==> src/rtl/rca_accumulator.sv <==
// rtl/rca_accumulator.sv - burst accumulator built around a ripple-carry adder

// One-bit full adder cell used to build the ripple chain.
module rca_full_adder (
  input  logic i_a,
  input  logic i_b,
  input  logic i_cin,
  output logic o_sum,
  output logic o_cout
);

  // Sum and carry of three input bits.
  always_comb begin
    o_sum  = i_a ^ i_b ^ i_cin;
    o_cout = (i_a & i_b) | (i_a & i_cin) | (i_b & i_cin);
  end

endmodule

// Width-bit ripple-carry adder; Sum carries the final carry out in its MSB.
module RippleCarryAdder #(
  parameter int Width = 8
) (
  input  logic [Width-1:0] A,
  input  logic [Width-1:0] B,
  input  logic             Cin,
  output logic [Width:0]   Sum
);

  logic [Width:0]   w_carry;
  logic [Width-1:0] w_bits;

  assign w_carry[0] = Cin;

  genvar g;
  generate
    for (g = 0; g < Width; g++) begin : g_bit
      rca_full_adder u_fa (
        .i_a   (A[g]),
        .i_b   (B[g]),
        .i_cin (w_carry[g]),
        .o_sum (w_bits[g]),
        .o_cout(w_carry[g+1])
      );
    end
  endgenerate

  assign Sum = {w_carry[Width], w_bits};

endmodule

// Sums a burst of Length operands; result leaves on a valid/ready handshake.
module rca_accumulator #(
  parameter int InputWidth = 4,
  parameter int AccWidth   = 8,
  parameter int CountWidth = 5
) (
  input  logic                  Clk,
  input  logic                  Rst,
  input  logic                  Start,
  input  logic [CountWidth-1:0] Length,
  input  logic                  InValid,
  output logic                  InReady,
  input  logic [InputWidth-1:0] InData,
  output logic                  OutValid,
  input  logic                  OutReady,
  output logic [AccWidth-1:0]   Total,
  output logic                  Overflow,
  output logic                  Busy
);

  typedef enum logic [1:0] {
    S_IDLE  = 2'd0,
    S_ACCUM = 2'd1,
    S_DONE  = 2'd2
  } state_t;

  state_t                r_state;
  state_t                w_next_state;
  logic [AccWidth-1:0]   r_total;
  logic                  r_overflow;
  logic [CountWidth-1:0] r_remaining;

  logic [AccWidth-1:0]   w_operand;
  logic [AccWidth:0]     w_sum;
  logic                  w_start_ok;
  logic                  w_accept;
  logic                  w_last;

  // Operand is zero-extended so the adder always works at accumulator width.
  assign w_operand = AccWidth'(InData);

  RippleCarryAdder #(
    .Width(AccWidth)
  ) u_adder (
    .A  (r_total),
    .B  (w_operand),
    .Cin(1'b0),
    .Sum(w_sum)
  );

  // Start only counts in IDLE; operands only count in ACCUM.
  assign w_start_ok = (r_state == S_IDLE) && Start;
  assign w_accept   = (r_state == S_ACCUM) && InValid;
  assign w_last     = w_accept && (r_remaining == CountWidth'(1));

  // State register.
  always_ff @(posedge Clk or posedge Rst) begin
    if (Rst) begin
      r_state <= S_IDLE;
    end else begin
      r_state <= w_next_state;
    end
  end

  // Next-state decode.
  always_comb begin
    w_next_state = r_state;
    unique case (r_state)
      S_IDLE: begin
        if (Start) begin
          w_next_state = (Length == '0) ? S_DONE : S_ACCUM;
        end
      end
      S_ACCUM: begin
        if (w_last) begin
          w_next_state = S_DONE;
        end
      end
      S_DONE: begin
        if (OutReady) begin
          w_next_state = S_IDLE;
        end
      end
      default: begin
        w_next_state = S_IDLE;
      end
    endcase
  end

  // Running total, sticky carry flag and operands still to come.
  always_ff @(posedge Clk or posedge Rst) begin
    if (Rst) begin
      r_total     <= '0;
      r_overflow  <= 1'b0;
      r_remaining <= '0;
    end else if (w_start_ok) begin
      r_total     <= '0;
      r_overflow  <= 1'b0;
      r_remaining <= Length;
    end else if (w_accept) begin
      r_total     <= w_sum[AccWidth-1:0];
      r_overflow  <= r_overflow | w_sum[AccWidth];
      r_remaining <= r_remaining - CountWidth'(1);
    end
  end

  // Handshake and status outputs decode straight from state.
  always_comb begin
    InReady  = (r_state == S_ACCUM);
    OutValid = (r_state == S_DONE);
    Busy     = (r_state != S_IDLE);
  end

  assign Total    = r_total;
  assign Overflow = r_overflow;

endmodule

==> config.mk <==
export PLATFORM = sky130hd
export DESIGN_NAME = rca_accumulator
export DESIGN_NICKNAME = d
export VERILOG_FILES = /design/src/rtl/rca_accumulator.sv
export SDC_FILE = /design/constraint.sdc
export NUM_CORES = 1
export LEC_CHECK = 0
export ABC_AREA = 1
export BUFFER_PORTS_ARGS = -buffer_cell sky130_fd_sc_hd__clkbuf_2
export CORE_ASPECT_RATIO = 1.2
export CORE_UTILIZATION = 29
export CTS_BUF_LIST = sky130_fd_sc_hd__clkbuf_16
export DETAILED_ROUTE_END_ITERATION = 7
export GPL_TIMING_DRIVEN = 0
export HOLD_SLACK_MARGIN = 0.1
export PLACE_DENSITY_LB_ADDON = 0.25
export SLEW_MARGIN = 15
export SYNTH_ARGS = -nofsm -noshare
export SYNTH_HDL_FRONTEND = slang
export SYNTH_SLANG_ARGS = --single-unit
export TNS_END_PERCENT = 1
==> constraint.sdc <==
create_clock -name Clk -period 6.6 [get_ports Clk]
set_input_delay 1.65 -clock Clk [delete_from_list [all_inputs] [get_ports Clk]]
set_output_delay 1.65 -clock Clk [all_outputs]
set_load 0.1 [all_outputs]
# ---- After elaboration in Yosys (flattened, before gate mapping)
# Index checks and enable logic that the tools add are counted.
dict set report word_totals {
  regBits 16
  wordCells 62
  inputBits 14
}
dict set report classes {
  n_eq_ne 6
  n_bitwise 32
  n_reduce_logical 8
  addsub 1
  mux 11
}
# operator count
set ops {}
lappend ops {{$mux W8} 2}
lappend ops {{$and A1 B1 Y1} 14}
lappend ops {{$xor A1 B1 Y1} 11}
lappend ops {{$mux W5} 2}
lappend ops {{$mux W2} 4}
lappend ops {{$or A1 B1 Y1} 7}
lappend ops {{$pmux W2 S3} 1}
lappend ops {{$eq A5 B1 Y1 const B} 1}
lappend ops {{$logic_not A5 Y1} 1}
lappend ops {{$sub A5 B1 Y5 const B} 1}
lappend ops {{$ne A2 B1 Y1 const B} 2}
lappend ops {{$reduce_bool A2 Y1} 2}
lappend ops {{$logic_and A1 B1 Y1} 3}
lappend ops {{$reduce_and A3 Y1} 1}
lappend ops {{$eq A2 B1 Y1 const B} 1}
lappend ops {{$eq A2 B2 Y1 const B} 1}
lappend ops {{$logic_not A2 Y1} 1}
lappend ops {{$mux W1} 2}
lappend ops {{$ne A2 B2 Y1 const B} 1}

# ---- Longest topological paths before layout
dict set report logic_depth {
  ltp_word 17
  depth_mapped 12
  depth_no_buf 12
}

# ---- Modules after synthesis
# A second synthesis with hierarchy kept.
dict set report unflattened {
  hier_cells 121
  area_unflattened_um2 1019.7
}
# mod instances cells_each area_each_um2 seq_area_each_um2
set modules_own_cells {}
lappend modules_own_cells {rca_accumulator 1 112 852.1 400.4}
lappend modules_own_cells {rca_full_adder 8 1 20.0 0.0}
lappend modules_own_cells {RippleCarryAdder 1 1 7.5 0.0}

# ---- Worst setup path before layout
# No wires, ideal clock.
dict set report synth_path {
  path_kind {input to register}
  start {input InData[0]}
  end {register r_total[7], in the netlist Total[7]}
  setup_ns 0.116
  cell_stages 12
  arrival_ns 3.469
  path_slack_ns 3.014
  path_cell_list {ha_1 > fa_1 > inv_1 > fa_1 > fa_1 > inv_1 > ha_1 > ha_1 > ha_1 > ha_1 > nand2_1 > nand2_1}
}
dict set report synth_via {
  elab_chain_len 16
  word_cells_on_any_way 19
  classes_between {mux (2); bitwise (17)}
}
# item line_no
set synth_rtl {}
lappend synth_rtl {{from (decl)} 64} ;# input logic [InputWidth-1:0] InData,
lappend synth_rtl {{$and A1 B1 Y1 (*)} 15} ;# o_cout = (i_a & i_b) | (i_a & i_cin) | (i_b & i_cin);
lappend synth_rtl {{$and A1 B1 Y1} 15}
lappend synth_rtl {{$or A1 B1 Y1} 15}
lappend synth_rtl {{$or A1 B1 Y1 (*)} 15}
lappend synth_rtl {{$and A1 B1 Y1} 15}
lappend synth_rtl {{$or A1 B1 Y1} 15}
lappend synth_rtl {{$or A1 B1 Y1 (*)} 15}
lappend synth_rtl {{$and A1 B1 Y1} 15}
lappend synth_rtl {{$or A1 B1 Y1} 15}
lappend synth_rtl {{$or A1 B1 Y1 (*)} 15}
lappend synth_rtl {{$and A1 B1 Y1 (*) (3 in a row)} 15}
lappend synth_rtl {{$xor A1 B1 Y1 (*)} 14} ;# o_sum = i_a ^ i_b ^ i_cin;
lappend synth_rtl {{$mux W8 (*)} 151} ;# end else if (w_accept) begin
lappend synth_rtl {{$mux W8 (*)} 147} ;# end else if (w_start_ok) begin
lappend synth_rtl {{to (signal assigned)} 152} ;# r_total <= w_sum[AccWidth-1:0];
lappend synth_rtl {{to (decl)} 80} ;# logic [AccWidth-1:0] r_total;
# Every way passes the cells marked *; elsewhere a longest branch is shown, timed or not. The select of a mux whose other input is x is not followed.
# A chain may end at the register's enable or synchronous reset.

# ---- Worst setup path after layout
# Same ends and word-level chain as after synthesis.

==> impl_metrics.py <==
metrics = {
    "run_status": {
        "outcome": "finished with violations",
        "violations": "DRC",
    },
    "floorplan": {
        "rows": 23,
        "ios": 26,
        "start_util_pct": 31.1,
        "core_region_area_um2": 3420,
        "die_y_um": 68.4,
        "fp.dieW_um": 57.3,
        "dieArea_um2": 3920,
    },
    "clock_network": {
        "h-tree-depth": 1,
        "clk_pin_slew_ps": 50,
        "root_buffer": "clkbuf_16",
        "cts_resized": 0,
        "cts_made_buffers": 3,
        "clk_latency_ps": 250,
        "clock_sinks": 16,
        "post_cts_buffers": 0,
        "ctsHoldBuffers": 0,
        "tritoncts": "yes",
        "cts.path.max_buffers": 2,
    },
    "drt": {
        "wire_per_inst_um": 10.7,
        "drc": 6,
        "dr.first_iter.drc_count": 25,
        "routed_wl_um": 2090,
        "drt.antenna.violating_nets": 0,
        "drt-met1-wl_um": 948,
        "highest_layer": "met4",
        "vias": 857,
        "wl_met2_um": 1040,
        "vias_per_cell": 4.39,
        "drt_first_pass_iters": 8,
        "wl_met3_um": 54,
    },
    "global_route": {
        "grt_max_degree": 17,
        "grt_pass1_vias": 865,
        "overflow": 0,
        "grt_pass1_wl_um": 3660,
        "antenna_found_initial": 0,
        "gr-usage-all-layers_pct": 12.3,
    },
    "setup_path": {
        "worstPathRequired_ps": 6740,
        "arrival_ps": 3680,
        "crit_fanout": 1,
        "critPathKind": "in -> reg",
        "cp-start-kind": "input pin",
        "worst_setup_path_end_kind": "flop",
    },
    "synth": {
        "synthDistinctLibCells": 20,
        "avgSynthCellArea_um2": 8.25,
        "synth-edff-count": 0,
        "synth_fp_nets": 153,
        "synth_common_cells": "nand2_1 (39), inv_1 (17), dfrtp_1 (16)",
        "synth_most_common_cell": "nand2_1",
        "syn-cell-area_um2": 1060,
        "synthFlopType": "dfrtp_1",
        "syn_inst": 129,
        "synth_top_area_cell": "dfrtp_1",
        "yosysWarnings": 0,
        "synth_top_cells_by_area": "dfrtp_1 (38%), nand2_1 (14%), ha_1 (8.2%), inv_1 (6.0%), fa_1 (5.6%)",
        "async_reset_ff_share_pct": 100,
        "synth_top_cell_area_share_pct": 37.6,
        "ys_ff_latch": 16,
        "ys_seq_area_share_pct": 37.6,
    },
    "sta": {
        "min_period_ps": 3540,
        "post-route-period-util_pct": 53.7,
        "tightest_slew_ps": 652,
        "fin_skew_ps": 2.42,
        "hold_violations": 0,
        "relSlewSlack_pct": 56.5,
        "fin_tns_setup_ps": 0,
        "setup_viol": 0,
        "rsz0062_at_grt": "no",
        "report.final.slew_viol_count": 0,
        "max_freq_mhz": 282,
    },
    "job": {
        "max_cap_viol_count": 0,
    },
    "cells_and_area": {
        "nets": 183,
        "drive_above_1_share_pct": 34.2,
        "n_antenna_cell": 0,
        "syn_to_final_growth_pct": 23.5,
    },
    "worst_hold_path": {
        "hp-class": "reg -> reg",
    },
    "placed_design": {
        "io_buffers": 25,
        "place.gp.congestion": 0.786,
        "hpwl_um": 1640,
    },
    "power_and_ir_drop": {
        "p_leak_nw": 0.784,
        "p_total_mw": 0.705,
        "powerDensity_nw_per_um2": 536,
        "vdd_ir_drop_max_uv": 125,
    },
}
[cell families (layout without fill, tap and decap cells)]
group | after synthesis | in the layout | share of synthesized area (%)
buffers and inverters | 30 | 59 | 14.8
xor gates and xnor gates | 1 | 1 | 0.823
AOI/OAI and AO/OA | 4 | 4 | 2.12
adders and majority gates | 10 | 10 | 13.9
and+or+nand+nor | 68 | 68 | 30.8
DFF | 16 | 16 | 37.6
[cells in the final DEF, fill, tap and decap left out]
master / count
buf_4: 8
nand3_2: 4
nand2_2: 6
xor2_1: 1
clkinv_1: 1
or2_0: 1
a21oi_1: 2
nor2_4: 1
nand3_1: 7
dfrtp_1: 16
o22ai_1: 2
inv_1: 17
nand3b_1: 1
nor2_2: 1
clkbuf_2: 25
inv_2: 3
buf_6: 2
nand2_4: 1
fa_1: 3
clkbuf_16: 3
nand2_1: 39
ha_1: 7
nor2_1: 7
[flip-flops by register name, summed over array words and instances, names as in the netlist]
register,flops
r_state,2
r_remaining,5
Total,8
Overflow,1
[per-layer routing]
metal / vias to the layer above / global-route usage [%]
met4: 0 / 6.40
li1: 446 / -
met2: 16 / 21.5
met5: - / 0
met1: 391 / 14.9
met3: 4 / 1.70
[final cells by class]
class                      instances  area (um^2)
buffer                            10         82.6
clock buffer                       3         75.1
clock inverter                     1         3.75
fill                             360         2110
inverter                          20         75.1
multi-input combinational         83          507
sequential                        16          400
tap                               37         46.3
timing repair buffer              25          125
[worst paths after layout]
check / start / to / slack [ps] / cells after the start
min in group asynchronous: Rst / Total[5] / 1470 / 2
worst max register to register: Total[0] / Total[7] / 4150 / 12
worst max-delay path: InData[0] / Total[7] / 3060 / 13
worst min register to register: Total[5] / Total[5] / 500 / 2
worst min-delay path: Total[5] / Total[5] / 500 / 2
max in group asynchronous: Rst / r_state[0] / 4710 / 2
[through the flow]
step	util [%]	std cells	instance area (um^2)	hold slack [ps]	worst slack [ps]
after floorplan	-	129	1060	469	3010
after detailed placement	36.1	191	1240	500	2780
after global routing	38.4	195	1320	558	2890
after global placement	36.1	191	1240	482	2830
after CTS	38.4	195	1320	513	3030
final	38.4	195	1320	505	3060
[power breakdown]
part | internal [mW] | switching [mW] | total, mW | leakage, nW
logic | 0.112 | 0.304 | 0.416 | 0.538
clock network | 0.0805 | 0.0397 | 0.120 | 0.0385
registers | 0.134 | 0.0347 | 0.169 | 0.207
total | 0.327 | 0.378 | 0.705 | 0.784
[critical path, stage by stage]
cell and delay, ps:
clkbuf_2 80, ha_1 160, fa_1 160, inv_1 50, fa_1 380, fa_1 380, inv_1 70, ha_1 140
ha_1 140, ha_1 140, ha_1 220, nand2_1 70, nand2_1 50
Power figures use the tool's default switching activity.
